**src/rtl/regfile_wb_arbiter_pkg.sv**
```systemverilog
// Shared definitions for the register-file writeback arbiter slice:
// default widths, architectural register constants and requester ids.
package regfile_wb_arbiter_pkg;

    localparam int unsigned DATA_W_DEFAULT = 32;
    localparam int unsigned ADDR_W_DEFAULT = 5;

    // Stack-pointer register index.
    localparam int unsigned SP_IDX = 2;

    typedef enum logic {
        REQ_ALU  = 1'b0,
        REQ_LOAD = 1'b1
    } req_id_t;

endpackage

```
**src/rtl/regfile_wb_arbiter_rr_arbiter2.sv**
```systemverilog
// rr_arbiter2: two-input round-robin arbiter with a last-grant pointer
// that advances only when a request is accepted.
module rr_arbiter2
    import regfile_wb_arbiter_pkg::*;
(
    input  logic iCLK,
    input  logic iRST,
    input  logic iReq0,
    input  logic iReq1,
    output logic oGnt0,
    output logic oGnt1
);

    req_id_t last_q;
    req_id_t last_d;

    always_ff @(posedge iCLK) begin
        if (iRST) begin
            last_q <= REQ_LOAD;
        end else begin
            last_q <= last_d;
        end
    end

    // A grant always coincides with a valid request, so grant == acceptance.
    always_comb begin
        oGnt0  = 1'b0;
        oGnt1  = 1'b0;
        last_d = last_q;
        if (!iRST) begin
            if (iReq0 && (!iReq1 || (last_q == REQ_LOAD))) begin
                oGnt0 = 1'b1;
            end else if (iReq1) begin
                oGnt1 = 1'b1;
            end

            if (oGnt0) begin
                last_d = REQ_ALU;
            end else if (oGnt1) begin
                last_d = REQ_LOAD;
            end
        end
    end

endmodule

```
**src/rtl/regfile_wb_arbiter.sv**
```systemverilog
// Writeback arbiter in front of the register file: round-robin grant,
// registered write port, optional pending-write scoreboard (RF_SCOREBOARD_EN).
module regfile_wb_arbiter
    import regfile_wb_arbiter_pkg::*;
#(
    parameter int unsigned DATA_W = DATA_W_DEFAULT,
    parameter int unsigned ADDR_W = ADDR_W_DEFAULT
) (
    input  logic              iCLK,
    input  logic              iRST,
    input  logic              iReq0,
    input  logic [ADDR_W-1:0] iAddr0,
    input  logic [DATA_W-1:0] iData0,
    input  logic              iReq1,
    input  logic [ADDR_W-1:0] iAddr1,
    input  logic [DATA_W-1:0] iData1,
    output logic              oGnt0,
    output logic              oGnt1,
    output logic              oRegWrite,
    output logic [ADDR_W-1:0] oWriteRegister,
    output logic [DATA_W-1:0] oWriteData,
    input  logic              iAlloc,
    input  logic [ADDR_W-1:0] iAllocReg,
    input  logic [ADDR_W-1:0] iRs1,
    input  logic [ADDR_W-1:0] iRs2,
    output logic              oBusy1,
    output logic              oBusy2
);

    rr_arbiter2 u_arb (
        .iCLK  (iCLK),
        .iRST  (iRST),
        .iReq0 (iReq0),
        .iReq1 (iReq1),
        .oGnt0 (oGnt0),
        .oGnt1 (oGnt1)
    );

    // x0 writes are accepted and registered but never enable the write.
    always_ff @(posedge iCLK) begin
        if (iRST) begin
            oRegWrite      <= 1'b0;
            oWriteRegister <= '0;
            oWriteData     <= '0;
        end else if (oGnt0) begin
            oRegWrite      <= (iAddr0 != '0);
            oWriteRegister <= iAddr0;
            oWriteData     <= iData0;
        end else if (oGnt1) begin
            oRegWrite      <= (iAddr1 != '0);
            oWriteRegister <= iAddr1;
            oWriteData     <= iData1;
        end else begin
            oRegWrite      <= 1'b0;
        end
    end

`ifdef RF_SCOREBOARD_EN
    logic [(2**ADDR_W)-1:0] sb_q;
    logic [(2**ADDR_W)-1:0] sb_d;

    // Clear first, then set, so a same-cycle allocation wins.
    always_comb begin
        sb_d = sb_q;
        if (oRegWrite) begin
            sb_d[oWriteRegister] = 1'b0;
        end
        if (iAlloc && (iAllocReg != '0)) begin
            sb_d[iAllocReg] = 1'b1;
        end
    end

    always_ff @(posedge iCLK) begin
        if (iRST) begin
            sb_q <= '0;
        end else begin
            sb_q <= sb_d;
        end
    end

    assign oBusy1 = sb_q[iRs1];
    assign oBusy2 = sb_q[iRs2];
`else
    logic unused_sb_inputs;
    assign unused_sb_inputs = ^{iAlloc, iAllocReg, iRs1, iRs2};
    assign oBusy1 = 1'b0;
    assign oBusy2 = 1'b0;
`endif

endmodule

```
**config.mk**
```make
export PLATFORM = sky130hd
export DESIGN_NAME = regfile_wb_arbiter
export DESIGN_NICKNAME = d
export VERILOG_FILES = /design/src/rtl/regfile_wb_arbiter_pkg.sv /design/src/rtl/regfile_wb_arbiter_rr_arbiter2.sv /design/src/rtl/regfile_wb_arbiter.sv
export SDC_FILE = /design/constraint.sdc
export NUM_CORES = 1
export LEC_CHECK = 0
export BUFFER_PORTS_ARGS = -buffer_cell sky130_fd_sc_hd__buf_2
export CAP_MARGIN = 10
export CORE_AREA = 2 2 70 89
export DETAILED_ROUTE_END_ITERATION = 8
export DIE_AREA = 0 0 72 91
export PLACE_DENSITY = 0.71
export SLEW_MARGIN = 0
export SYNTH_ARGS = -nofsm -noshare
export SYNTH_HDL_FRONTEND = slang
export SYNTH_SLANG_ARGS = --single-unit
```
**constraint.sdc**
```tcl
create_clock -name iCLK -period 1.38 [get_ports iCLK]
set_clock_uncertainty 0.2 [all_clocks]
set_input_delay 0.138 -clock iCLK [delete_from_list [all_inputs] [get_ports iCLK]]
set_output_delay 0.138 -clock iCLK [all_outputs]
set_load 0.02 [all_outputs]
```
**After elaboration in Yosys (flattened, before gate mapping)**

Cells that the tools add are included.

- Register bits: 39
- Logic and storage cells: 26

- Multiplexer cells: 15
- Reduce and logical (&&, ||, !) cells: 7

Operator list:

| operator | count |
|---|---|
| $mux 32 | 2 |
| $mux 1 | 11 |
| $mux 5 | 2 |
| $reduce_bool 5->1 | 2 |
| $reduce_bool 2->1 | 2 |
| $logic_and 1x1->1 | 1 |
| $logic_not 1->1 | 1 |
| $logic_or 1x1->1 | 1 |

**Logic depth before layout (Yosys ltp)**

- Depth after elaboration: 8
- Mapped depth: 6
- Gate-level depth less buffers: 4

**Cells and area by module**

A second synthesis with hierarchy kept.

- Cells, all modules: 178
- Area, all modules: 1954.4 sq um

Modules (own cells, without submodules):

| module | times used | cells an instance | area an instance (sq um) | sequential area each (sq um) |
|---|---|---|---|---|
| regfile_wb_arbiter | 1 | 170 | 1894.3 | 760.7 |
| rr_arbiter2 | 1 | 8 | 60.1 | 20.0 |

**Worst setup path after synthesis**

OpenSTA, ideal clock, no wires.

- Path kind: register -> register
- Start point: register u_arb.last_q
- End point: register oWriteData[0]
- Library setup time: 89 ps
- Arrival: 1204 ps
- Data required time: 1091 ps
- Path slack: -113 ps
- Cell stages (with the launch flop): 7
- Path buffers: 3
- Period minus slack after synthesis: 1493 ps
- Cell sequence: dfxtp_1 -> nor2b_1 -> buf_6 -> or2_1 -> buf_6 -> buf_6 -> a311oi_2

- Cells in the longest elaborated chain, start to end: 6
- Elaborated cells between the ends (all ways): 10

RTL lines:

| element | RTL line | source |
|---|---|---|
| start, declared | regfile_wb_arbiter_rr_arbiter2.sv:14 | `req_id_t last_q;` |
| start signal, assigned | regfile_wb_arbiter_rr_arbiter2.sv:21 | `last_q <= last_d;` |
| $logic_or 1x1->1 (*) | regfile_wb_arbiter_rr_arbiter2.sv:31 | `if (iReq0 && (!iReq1 \|\| (last_q == REQ_LOAD))) begin` |
| $logic_and 1x1->1 (*) | regfile_wb_arbiter_rr_arbiter2.sv:31 |  |
| $mux 1 | regfile_wb_arbiter_rr_arbiter2.sv:31 |  |
| $mux 1 (2 in series) | regfile_wb_arbiter_rr_arbiter2.sv:30 | `if (!iRST) begin` |
| $mux 32 or $reduce_bool 2->1 (tied branches) | n/a |  |
| end signal, assigned | regfile_wb_arbiter.sv:48 | `oWriteData <= iData0;` |
| end signal, assigned | regfile_wb_arbiter.sv:52 | `oWriteData <= iData1;` |
| end, declared | regfile_wb_arbiter.sv:21 | `output logic [DATA_W-1:0] oWriteData,` |

Every way passes the cells marked *; elsewhere a longest branch is shown, timed or not. The select of a mux whose other input is x is not followed.
A chain may end at the register's enable or synchronous reset.

**Worst setup path in the final report**

- Start point: register u_arb.last_q
- End point: output port oGnt1

- Cells in the longest elaborated chain, start to end: 5

RTL lines:

| element | RTL line | source |
|---|---|---|
| $logic_or 1x1->1 | regfile_wb_arbiter_rr_arbiter2.sv:31 |  |
| $logic_and 1x1->1 | regfile_wb_arbiter_rr_arbiter2.sv:31 |  |
| $mux 1 | regfile_wb_arbiter_rr_arbiter2.sv:31 |  |
| $mux 1 (2 in series) | regfile_wb_arbiter_rr_arbiter2.sv:30 |  |
| end, declared | regfile_wb_arbiter.sv:18 | `output logic oGnt1,` |

Every way passes these cells. The select of a mux whose other input is x is not followed.

==> metrics.csv <==
metric,value,unit
status,finished with violations,
failing checks,setup timing,
Fin. Hold Viols,0,
Ports,136,
critical path's slowest cell,dfxtp_2,
P_sw,0.970,mW
Root Buffer,clkbuf_8,
vias in the first global route,2669,
MaxCap Viol Count,0,
WHS Endpoint,oWriteData[15],
all-layer global routing usage,23.9,%
Initial Utilization,37.1,%
crit path DAT,1.17,ns
"slowest stage delay, CP",0.34,ns
DP HPWL,4830,µm
global placer's final weighted congestion,0.793,
pwr/cell area,928,nW/µm²
CTS HTree Levels,2,
max-slew violations,0,
Worst setup startpoint,u_arb.last_q,
final hold slack,0.0220,ns
Avg WL per Cell,17.5,µm
DR DRC count,0,
Routed Antenna Nets,0,
CP Capture Type,output pin,
sequential fraction of the synthesis area,36.9,%
Die X,72,µm
"setup slack, reg-to-reg",-0.10,ns
sw frac,30.2,%
CP Cell Sequence,and2_4 -> buf_12 -> nor2_4 -> buf_6,
CTS tree,done,
post-synthesis cell type count,24,
Synth Warn #,0,
Sequential Power Share,39.3,%
Post-Syn Area,2120,µm²
fin crit share,109,%
CTS max path bufs,2,
CTS Sinks,39,
GRT overflow,0,
Crit Path Max Fanout,12,
FF-to-FF End,oWriteRegister[2],
"Avg Cell Area, Syn",9.00,µm²
Reg2Reg Depth,5,
initial antenna violation count,0,
critical path's top delay family,flip-flops,
worst-margin pin slew,0.618,ns
Die Height,91,µm
Mapped Cells,235,
layout cell share with drive strength beyond 1,48.7,%
fmax,665,MHz
Hold Path Cell Cnt,3,
"non-filler cells, final",454,
DIE AREA,6550,µm²
area delta synth->final,63.9,%
Core Footprint,5700,µm²
routed vias/inst,5.83,
Clock Power Share,30.9,%
Combinational Power Share,29.7,%
standard-cell row count,31,
dpl cells,402,
first-pass GRT wire length,12700,µm
Worst-path clk slew,0.08,ns
DRT Pass-1 Iters,5,
Nets,481,
cell leakage power,1.44,nW
number of DRC markers in iteration 0,256,
worst r2r src,u_arb.last_q,
worst endpoint required time,1.04,ns
Port Buffers,117,
Max rail drop VDD,0.000440,V
Fillers,489,
critical path type,reg -> out,
relative slew slack,58.8,%
Worst Hold Class,in -> reg,
post-route setup slack,-0.124,ns
via count,2648,
# setup viols final,40,
TritonCTS buffer count,5,
pin count of the biggest net entering global routing,39,
final WL,7950,µm
RSZ-0062 raised after global routing,true,
CP bufs+invs,2,
n_diodes,0,
worst skew pair latency,0.29,ns
Tmin final,1.50,ns
crit start category,register,
Seq cells post-synth,39,
hold_sp,iData0[15],
internal power,2.25,mW
sequential cells by signal (all words and copies together), names as in the netlist:
register	cells
oRegWrite	1
oWriteData	32
u_arb.last_q	1
oWriteRegister	5
power groups by stage:
| stage | Sequential [mW] | Clock (mW) | Combinational [mW] |
|---|---|---|---|
| finish | 1.27 | 0.996 | 0.956 |
| global route | 1.27 | 1.06 | 1.02 |
| CTS | 1.26 | 1.01 | 0.923 |
| detailed placement | 1.29 | 0 | 0.801 |
| global placement | 1.29 | 0 | 0.791 |
| floorplan | 1.40 | 0 | 0.365 |
per-stage QoR:
step	setup slack, ns	setup TNS, ns	power (mW)	util, %	instance area (µm²)
after floorplan	-0.0771	-2.23	1.76	-	2140
after global placement	-0.0247	-0.203	2.08	49.5	2820
after detailed placement	-0.0774	-1.33	2.09	49.5	2820
after CTS	-0.109	-2.41	3.20	59.9	3420
after global routing	-0.155	-4.38	3.35	60.8	3470
final	-0.124	-2.44	3.22	60.8	3470
layout by cell type, fill, tap and decap left out:
cell	Yosys	final
clkbuf_8	0	6
conb_1	1	2
nor2b_2	0	2
nor4b_1	1	1
inv_4	0	1
buf_6	5	3
o21bai_1	1	1
o21ai_0	28	28
nor2_1	4	3
or4_1	2	2
buf_12	0	8
a221o_1	1	1
clkinv_2	0	1
dfxtp_1	39	38
buf_4	3	11
a311oi_2	29	36
bufinv_16	0	1
nand2_1	1	1
buf_2	9	115
nand3_1	36	36
or2_4	0	1
nor3_1	36	36
dlygate4sd3_1	0	39
clkbuf_16	0	1
dfxtp_2	0	1
o32ai_1	1	1
nand2b_1	2	2
and2_4	0	1
nor2_4	0	1
o21ai_1	8	8
timing repair:
item / 4_1_cts / 5_1_grt
setup buffers: 2 / 2
gates cloned: 0 / 1
setup endpoints to repair: 15 / 40
hold buffers: 39 / 0
gates resized for setup: 13 / 3
pin swaps: 2 / 2
hold endpoints to repair: 38 / 0
final cells by class:
| class | count | area [µm²] | share of cell area (%) |
|---|---|---|---|
| repair buffers | 177 | 1270 | 36.5 |
| multi-input cells | 163 | 1210 | 35.0 |
| flip-flops and latches | 39 | 782 | 22.5 |
| clock buffers | 6 | 82.6 | 2.38 |
| well taps | 66 | 82.6 | 2.38 |
| clock inverters | 2 | 35.0 | 1.01 |
| inverters | 1 | 6.26 | 0.180 |
cells by family after synthesis:
kind of cell           after synthesis  share of synthesized area [%]
and+or+nand+nor                     86                           20.8
AOI/OAI and AO/OA                   75                           33.2
DFF                                 39                           36.9
buffers and inverters               34                           8.87
other                                1                          0.177
worst register-to-register path: cells and delay by family (launching register included):
family	cells	cell delay, ns
compound gates	2	0.37
buf+inv	2	0.30
flops	1	0.34
simple gates	1	0.15
how the worst max path moves through the flow:
stage	endpoint	slack (ns)	cells past startpoint
finish	oGnt1	-0.12	4
global route	oGnt1	-0.16	4
CTS	oGnt0	-0.11	4
detailed placement	oWriteData[22]	-0.08	5
global placement	oWriteData[20]	-0.02	5
floorplan	oWriteData[0]	-0.08	6
synth_stat cells, drive strengths merged:
master | n | area, µm²
nand3 | 36 | 180
nor2 | 4 | 15.0
and2 | 1 | 6.26
nand2b | 2 | 12.5
buf | 17 | 124
nand2 | 1 | 3.75
nor2b | 2 | 12.5
nor4b | 1 | 8.76
o21ai | 36 | 180
o21bai | 1 | 7.51
dfxtp | 39 | 781
a221o | 1 | 10.0
clkbuf | 16 | 60.1
or2 | 1 | 6.26
nor3 | 36 | 180
inv | 1 | 3.75
a311oi | 36 | 497
conb | 1 | 3.75
o32ai | 1 | 8.76
or4 | 2 | 15.0
metal layers:
metal / track usage, % / wire length [µm] / vias up
li1: - / - / 1208
met1: 28.4 / 2970 / 1267
met2: 41.4 / 4160 / 152
met3: 4.00 / 578 / 21
met4: 10.7 / 243 / 0
met5: 0 / 0 / -
No activity file was read; power rests on OpenSTA's default activity.
